<file path="config.mk">
export PLATFORM = sky130hd
export DESIGN_NAME = fetch_ctrl_flat
export DESIGN_NICKNAME = d
export VERILOG_FILES = /design/src/rtl/fetch_ctrl_if.sv /design/src/rtl/fetch_ctrl.sv /design/src/flat_wrapper.sv
export SDC_FILE = /design/constraint.sdc
export NUM_CORES = 1
export LEC_CHECK = 0
export CAP_MARGIN = 20
export CORE_MARGIN = 4
export CORE_UTILIZATION = 55
export CTS_CLUSTER_DIAMETER = 120
export DETAILED_ROUTE_END_ITERATION = 10
export HOLD_SLACK_MARGIN = 0.05
export PLACE_DENSITY_LB_ADDON = 0.1
export SETUP_SLACK_MARGIN = 0.15
export SLEW_MARGIN = 10
export SYNTH_ARGS = -nofsm -noshare
export SYNTH_HDL_FRONTEND = slang
export SYNTH_SLANG_ARGS = --single-unit
export TNS_END_PERCENT = 100
</file>
<file path="constraint.sdc">
create_clock -name clk -period 4.28 [get_ports clk]
set_clock_uncertainty 0.15 [all_clocks]
set_input_delay 0.856 -clock clk [delete_from_list [all_inputs] [get_ports clk]]
set_output_delay 0.856 -clock clk [all_outputs]
set_load 0.005 [all_outputs]
</file>
<file path="src/rtl/fetch_ctrl_if.sv">
// ---------------------------------------------------------------------------
// fetch_ctrl_if
// Instruction-bus bundle between the fetch controller and instruction memory.
//   pc       : current fetch address, driven by the fetch controller
//   ce       : instruction memory chip enable, driven by the fetch controller
//   ibus_req : fetch request valid, driven by the fetch controller
//   ibus_ack : memory has returned data for the current pc, driven by memory
// The master modport is the fetch controller; the slave modport is memory.
// ---------------------------------------------------------------------------
interface fetch_ctrl_if;
  logic [31:0] pc;
  logic        ce;
  logic        ibus_req;
  logic        ibus_ack;

  modport master (
    output pc,
    output ce,
    output ibus_req,
    input  ibus_ack
  );

  modport slave (
    input  pc,
    input  ce,
    input  ibus_req,
    output ibus_ack
  );
endinterface

</file>
<file path="src/rtl/fetch_ctrl.sv">
// ---------------------------------------------------------------------------
// fetch_ctrl
// Program-counter sequencer and pipeline stall generator for the fetch stage.
// Ports:
//   clk           : sole clock, rising edge
//   rst           : asynchronous active-low reset
//   stallreq_id   : decode stage requests a stall
//   stallreq_ex   : execute stage requests a stall
//   branch_flag   : resolved taken branch this cycle
//   branch_target : branch destination address
//   flush         : exception/flush redirect
//   new_pc        : flush destination address
//   ibus          : instruction bus (pc, ce, ibus_req out; ibus_ack in)
//   stall         : per-stage hold vector {wb,mem,ex,id,if,pc}, combinational
//   ibus_timeout  : sticky flag, memory failed to acknowledge within TIMEOUT
// ---------------------------------------------------------------------------
module fetch_ctrl #(
  parameter logic [31:0] RESET_PC = 32'h0000_0000,
  parameter int          TIMEOUT  = 16
) (
  input  logic          clk,
  input  logic          rst,
  input  logic          stallreq_id,
  input  logic          stallreq_ex,
  input  logic          branch_flag,
  input  logic [31:0]   branch_target,
  input  logic          flush,
  input  logic [31:0]   new_pc,
  fetch_ctrl_if.master  ibus,
  output logic [5:0]    stall,
  output logic          ibus_timeout
);

  // Counter is at least 5 bits but grows if TIMEOUT needs more.
  localparam int CW = ($clog2(TIMEOUT + 1) > 5) ? $clog2(TIMEOUT + 1) : 5;
  localparam logic [CW-1:0] TMAX = CW'(TIMEOUT);

  typedef enum logic [1:0] {
    IDLE,
    REQ,
    HOLD
  } state_t;

  state_t        state;
  state_t        state_next;
  logic [31:0]   pc_q;
  logic [31:0]   pc_next;
  logic          ce_q;
  logic          req_q;
  logic [CW-1:0] wait_cnt;
  logic [CW-1:0] wait_next;
  logic          timeout_next;

  // Redirect addresses are word aligned, so their low bits are never used.
  logic unused_low_bits;
  assign unused_low_bits = ^{new_pc[1:0], branch_target[1:0]};

  assign ibus.pc       = pc_q;
  assign ibus.ce       = ce_q;
  assign ibus.ibus_req = req_q;

  // Next-state, stall vector, next pc and wait-counter logic.
  // The stall vector is computed first because both the state transition
  // and the pc hold decision depend on stall[0]. A taken branch seen while
  // stall[0] is high is dropped; the branching stage is itself held and
  // presents the branch again once the pipeline moves.
  always_comb begin
    state_next   = state;
    stall        = 6'b000000;
    pc_next      = pc_q;
    wait_next    = wait_cnt;
    timeout_next = ibus_timeout;

    case (state)
      IDLE: begin
        state_next = REQ;
      end
      REQ, HOLD: begin
        if (flush) begin
          stall = 6'b000000;
        end else if (stallreq_ex) begin
          stall = 6'b001111;
        end else if (stallreq_id) begin
          stall = 6'b000111;
        end else if (ce_q && !ibus.ibus_ack) begin
          stall = 6'b000011;
        end

        state_next = (stall[0] && !flush) ? HOLD : REQ;

        if (flush) begin
          pc_next = {new_pc[31:2], 2'b00};
        end else if (stall[0]) begin
          pc_next = pc_q;
        end else if (branch_flag) begin
          pc_next = {branch_target[31:2], 2'b00};
        end else begin
          pc_next = pc_q + 32'd4;
        end
      end
      default: begin
        state_next = IDLE;
      end
    endcase

    // The wait count measures how long the current pc has gone unacknowledged.
    if (state == IDLE || ibus.ibus_ack || pc_next != pc_q) begin
      wait_next = '0;
    end else if (ce_q && wait_cnt != TMAX) begin
      wait_next = wait_cnt + 1'b1;
    end

    if (wait_next == TMAX) begin
      timeout_next = 1'b1;
    end
  end

  // State, pc, bus strobes, wait counter and sticky timeout registers.
  // Reset abandons any request in flight; the first edge after release only
  // moves IDLE to REQ, so pc is not incremented on that edge.
  always_ff @(posedge clk or negedge rst) begin
    if (!rst) begin
      state        <= IDLE;
      pc_q         <= {RESET_PC[31:2], 2'b00};
      ce_q         <= 1'b0;
      req_q        <= 1'b0;
      wait_cnt     <= '0;
      ibus_timeout <= 1'b0;
    end else begin
      state        <= state_next;
      pc_q         <= pc_next;
      ce_q         <= (state_next != IDLE);
      req_q        <= (state_next != IDLE);
      wait_cnt     <= wait_next;
      ibus_timeout <= timeout_next;
    end
  end

endmodule

</file>
<file path="src/flat_wrapper.sv">
// flat-port wrapper written by rule: the top's interface ports become plain ports
module fetch_ctrl_flat 
#(
  parameter logic [31:0] RESET_PC = 32'h0000_0000,
  parameter int          TIMEOUT  = 16
)
  (clk, rst, stallreq_id, stallreq_ex, branch_flag, branch_target, flush, new_pc, stall, ibus_timeout, ibus_pc, ibus_ce, ibus_ibus_req, ibus_ibus_ack);
  fetch_ctrl_if ibus_i ();
  input  logic clk;
  input  logic rst;
  input  logic stallreq_id;
  input  logic stallreq_ex;
  input  logic branch_flag;
  input  logic [31:0] branch_target;
  input  logic flush;
  input  logic [31:0] new_pc;
  output logic [5:0] stall;
  output logic ibus_timeout;
  output wire logic [$bits(ibus_i.pc)-1:0] ibus_pc;
  output wire logic [$bits(ibus_i.ce)-1:0] ibus_ce;
  output wire logic [$bits(ibus_i.ibus_req)-1:0] ibus_ibus_req;
  input wire logic [$bits(ibus_i.ibus_ack)-1:0] ibus_ibus_ack;
  assign ibus_pc = ibus_i.pc;
  assign ibus_ce = ibus_i.ce;
  assign ibus_ibus_req = ibus_i.ibus_req;
  assign ibus_i.ibus_ack = ibus_ibus_ack;
  fetch_ctrl #(.RESET_PC(RESET_PC), .TIMEOUT(TIMEOUT)) u_core (.clk(clk), .rst(rst), .stallreq_id(stallreq_id), .stallreq_ex(stallreq_ex), .branch_flag(branch_flag), .branch_target(branch_target), .flush(flush), .new_pc(new_pc), .ibus(ibus_i), .stall(stall), .ibus_timeout(ibus_timeout));
endmodule
</file>
==> impl_metrics.tcl <==
set metrics [dict create \
    cell_count_post_placement 840 \
    critPathLaunch "stallreq_ex" \
    outcome "finished, final reports clean" \
    postSynth.asyncResetShare_pct 100 \
    detail_route.wl_per_cell_um 22.8 \
    initialDrtViolationCount 752 \
    yosys_most_used_dff "dfrtp_1" \
    power.density_nw_per_um2 575 \
    die_w_um 99.6 \
    max_slew_vio_count 0 \
    yosys_register_bits 41 \
    achievable-frequency_mhz 252 \
    design.final.nets 820 \
    grt_pass1_vias 5555 \
    ios 112 \
    dpl.hpwl_mm 14.3 \
    detail-route-antenna-nets 0 \
    htree_num_levels 2 \
    worstPathRequired_ns 3.27 \
    grt_first_pass_wirelength_mm 29.8 \
    worstPathBufferInverterCount 4 \
    antennaDiodeCount 0 \
    rows 33 \
    final_layout_size_suffix_gt1_share_pct 8.61 \
    crit_path_cell_trace "clkdlybuf4s50_1 -> or2_1 -> buf_4 -> nor2_1 -> buf_4 -> nor2_1 -> clkdlybuf4s50_1" \
    leakage_nw 2.31 \
    rsz0062_at_grt "false" \
    grt_overflow_total 0 \
    final-setup-viol-count 0 \
    fin_cells 848 \
    totalNegativeSetupSlack_ns 0 \
    synth_edf_count 0 \
    grt_start_max_net_pins 42 \
    maxCapViolCount 0 \
    timing.critical_path.slowest_cell_delay_ns 0.52 \
    worst-endpoint-arrival_ns 2.97 \
    kind_of_end_point_of_the_critical_path "output pin" \
    timing.max_slew.rel_slack_pct 36.0 \
    clock-sinks 41 \
    antenna_found_initial 0 \
    fin_area_sq_um 5920 \
    cts_tree "done" \
    syn_area_per_cell_sq_um 7.12 \
    yosysSeqAreaShare_pct 22.2 \
    detailroute.via_count 5935 \
    rr_endpoint "u_core.wait_cnt[1]" \
    postSynthCellCount 648 \
    cts_inserted_buffers 5 \
    reg2reg_depth 9 \
    yosysUniqueCellTypes 83 \
    crit_type "input port to output pin" \
    dpl-instance-area_sq_um 5800 \
    worst_r2r_startpoint "u_core.ibus.pc[2]" \
    routed_wirelength_mm 19.3 \
    dieHeight_um 99.6 \
    via_per_inst 7.00 \
    cts_hold_buf 0 \
    r2r_slack_ns 0.66 \
    tightestPinTransition_ns 0.952 \
    detailedRoute.firstPassIterationCount 7 \
    drc 0 \
    io_buffers 105 \
    grt.total_usage_pct 37.9 \
    hold_viol_final 0 \
    cts.path.max_buffers 2 \
    path_depth 7 \
    gpl.final_weighted_congestion 1.03 \
    die_area_sq_um 9920 \
    mostFrequentLayoutCells "clkdlybuf4s50_1, nand2_1, nor2_1" \
    layout.cells.most_common "clkdlybuf4s50_1" \
    clkLatencyLatePin_ns 0.31 \
    maximum_fanout_along_the_worst_path 10 \
    crit_family "buffers and inverters" \
    cts.repair_timing.setup_buffer_count 0 \
    synth_area_sq_um 4610 \
    placeableCoreArea_sq_um 8180 \
    cells_resized_by_post_cts_repair 0 \
    clockRootBuffer "clkbuf_8" \
    setup.worst_path.start_class "input port" \
    finish.utilization_pct 72.5 \
    post-route-min-period_ns 3.97 \
    final.period_utilization_pct 92.8 \
    area.growth.synth_to_final_pct 28.4 \
    floorplan.initialDensity_pct 56.4 \
    worst_hold_path_type "input port to asynchronous set/reset pin" \
    number_of_warnings_reported_in_the_yosys_synthesis_log 0 \
    irDropWorstVdd_mv 0.363 \
    clk_pin_slew_worst_paths_ns 0.10 \
    cp_slowest_cell "clkdlybuf4s50_1" \
]
## sequential cells by signal, summed over array words and instances (netlist names)
name	cells
u_core.ibus_timeout	1
u_core.wait_cnt	5
u_core.ibus.ce	1
u_core.ibus.pc	32
u_core.state	2
## logic make-up after synthesis
family          after synthesis  share of synthesized area [%]
compound gates              225                           33.7
xor+xnor                     13                           2.47
fa+ha+maj                     6                           1.63
buf+inv                      90                           8.57
flops                        41                           22.2
mux                           7                           1.60
other cells                   1                         0.0813
simple gates                265                           29.8
## synthesized netlist by cell type (all sizes together) (18+ instances only)
master  count  area [sq um]
nand2      75           282
o21ai      47           235
nor2       46           175
a21oi      42           210
dfrtp      41          1030
buf        36           193
inv        36           135
nand3      34           180
nor3       20           121
nand4      19           119
clkbuf     18          67.6
## how the worst max path moves through the flow
stage                         end  slack, ns
2_1_floorplan  u_core.wait_cnt[1]       1.10
3_3_place_gp   u_core.wait_cnt[1]       0.22
3_5_place_dp   u_core.wait_cnt[1]       0.18
4_1_cts                  stall[0]       0.35
5_1_grt                  stall[0]       0.23
6_report                 stall[0]       0.31
## per-layer routing
metal  up-vias  wire length [um]  global-route usage (%)
li1       2602                 -                       -
met1      2721              7460                    52.1
met2       542              8680                    59.3
met3        70              2500                    6.17
met4         0               716                    15.2
met5         -                 0                       0
## metrics by stage
stage | hold WS [ns] | power (mW) | setup WS (ns)
after CTS | 0.344 | 3.31 | 0.351
after detailed placement | 0.326 | 2.98 | 0.177
after global placement | 0.302 | 2.93 | 0.221
after global routing | 0.342 | 3.58 | 0.230
after floorplan | 0.313 | 2.06 | 1.10
final | 0.328 | 3.41 | 0.307
## where the power goes
part / switching [mW] / internal (mW)
Sequential: 0.365 / 0.542
Combinational: 1.21 / 0.961
Clock: 0.157 / 0.170
Total: 1.73 / 1.67
## area by class of cell
type                            count  area, sq um
Clock buffer                        5         68.8
Clock inverter                      2         35.0
Inverter                           36          135
Tap cell                          105          131
Timing Repair Buffer              141         1330
Sequential cell                    41         1030
Fill cell                         689         2250
Multi-Input combinational cell    518         3200
## worst register-to-register path, delay by kind of cell, from the launching register on
kind	cells	cell delay (ns)
and+or+nand+nor	6	2.05
DFF	1	0.48
adders and majority gates	1	0.28
AOI/OAI and AO/OA	2	0.58
No activity file was read; power rests on OpenSTA's default activity.
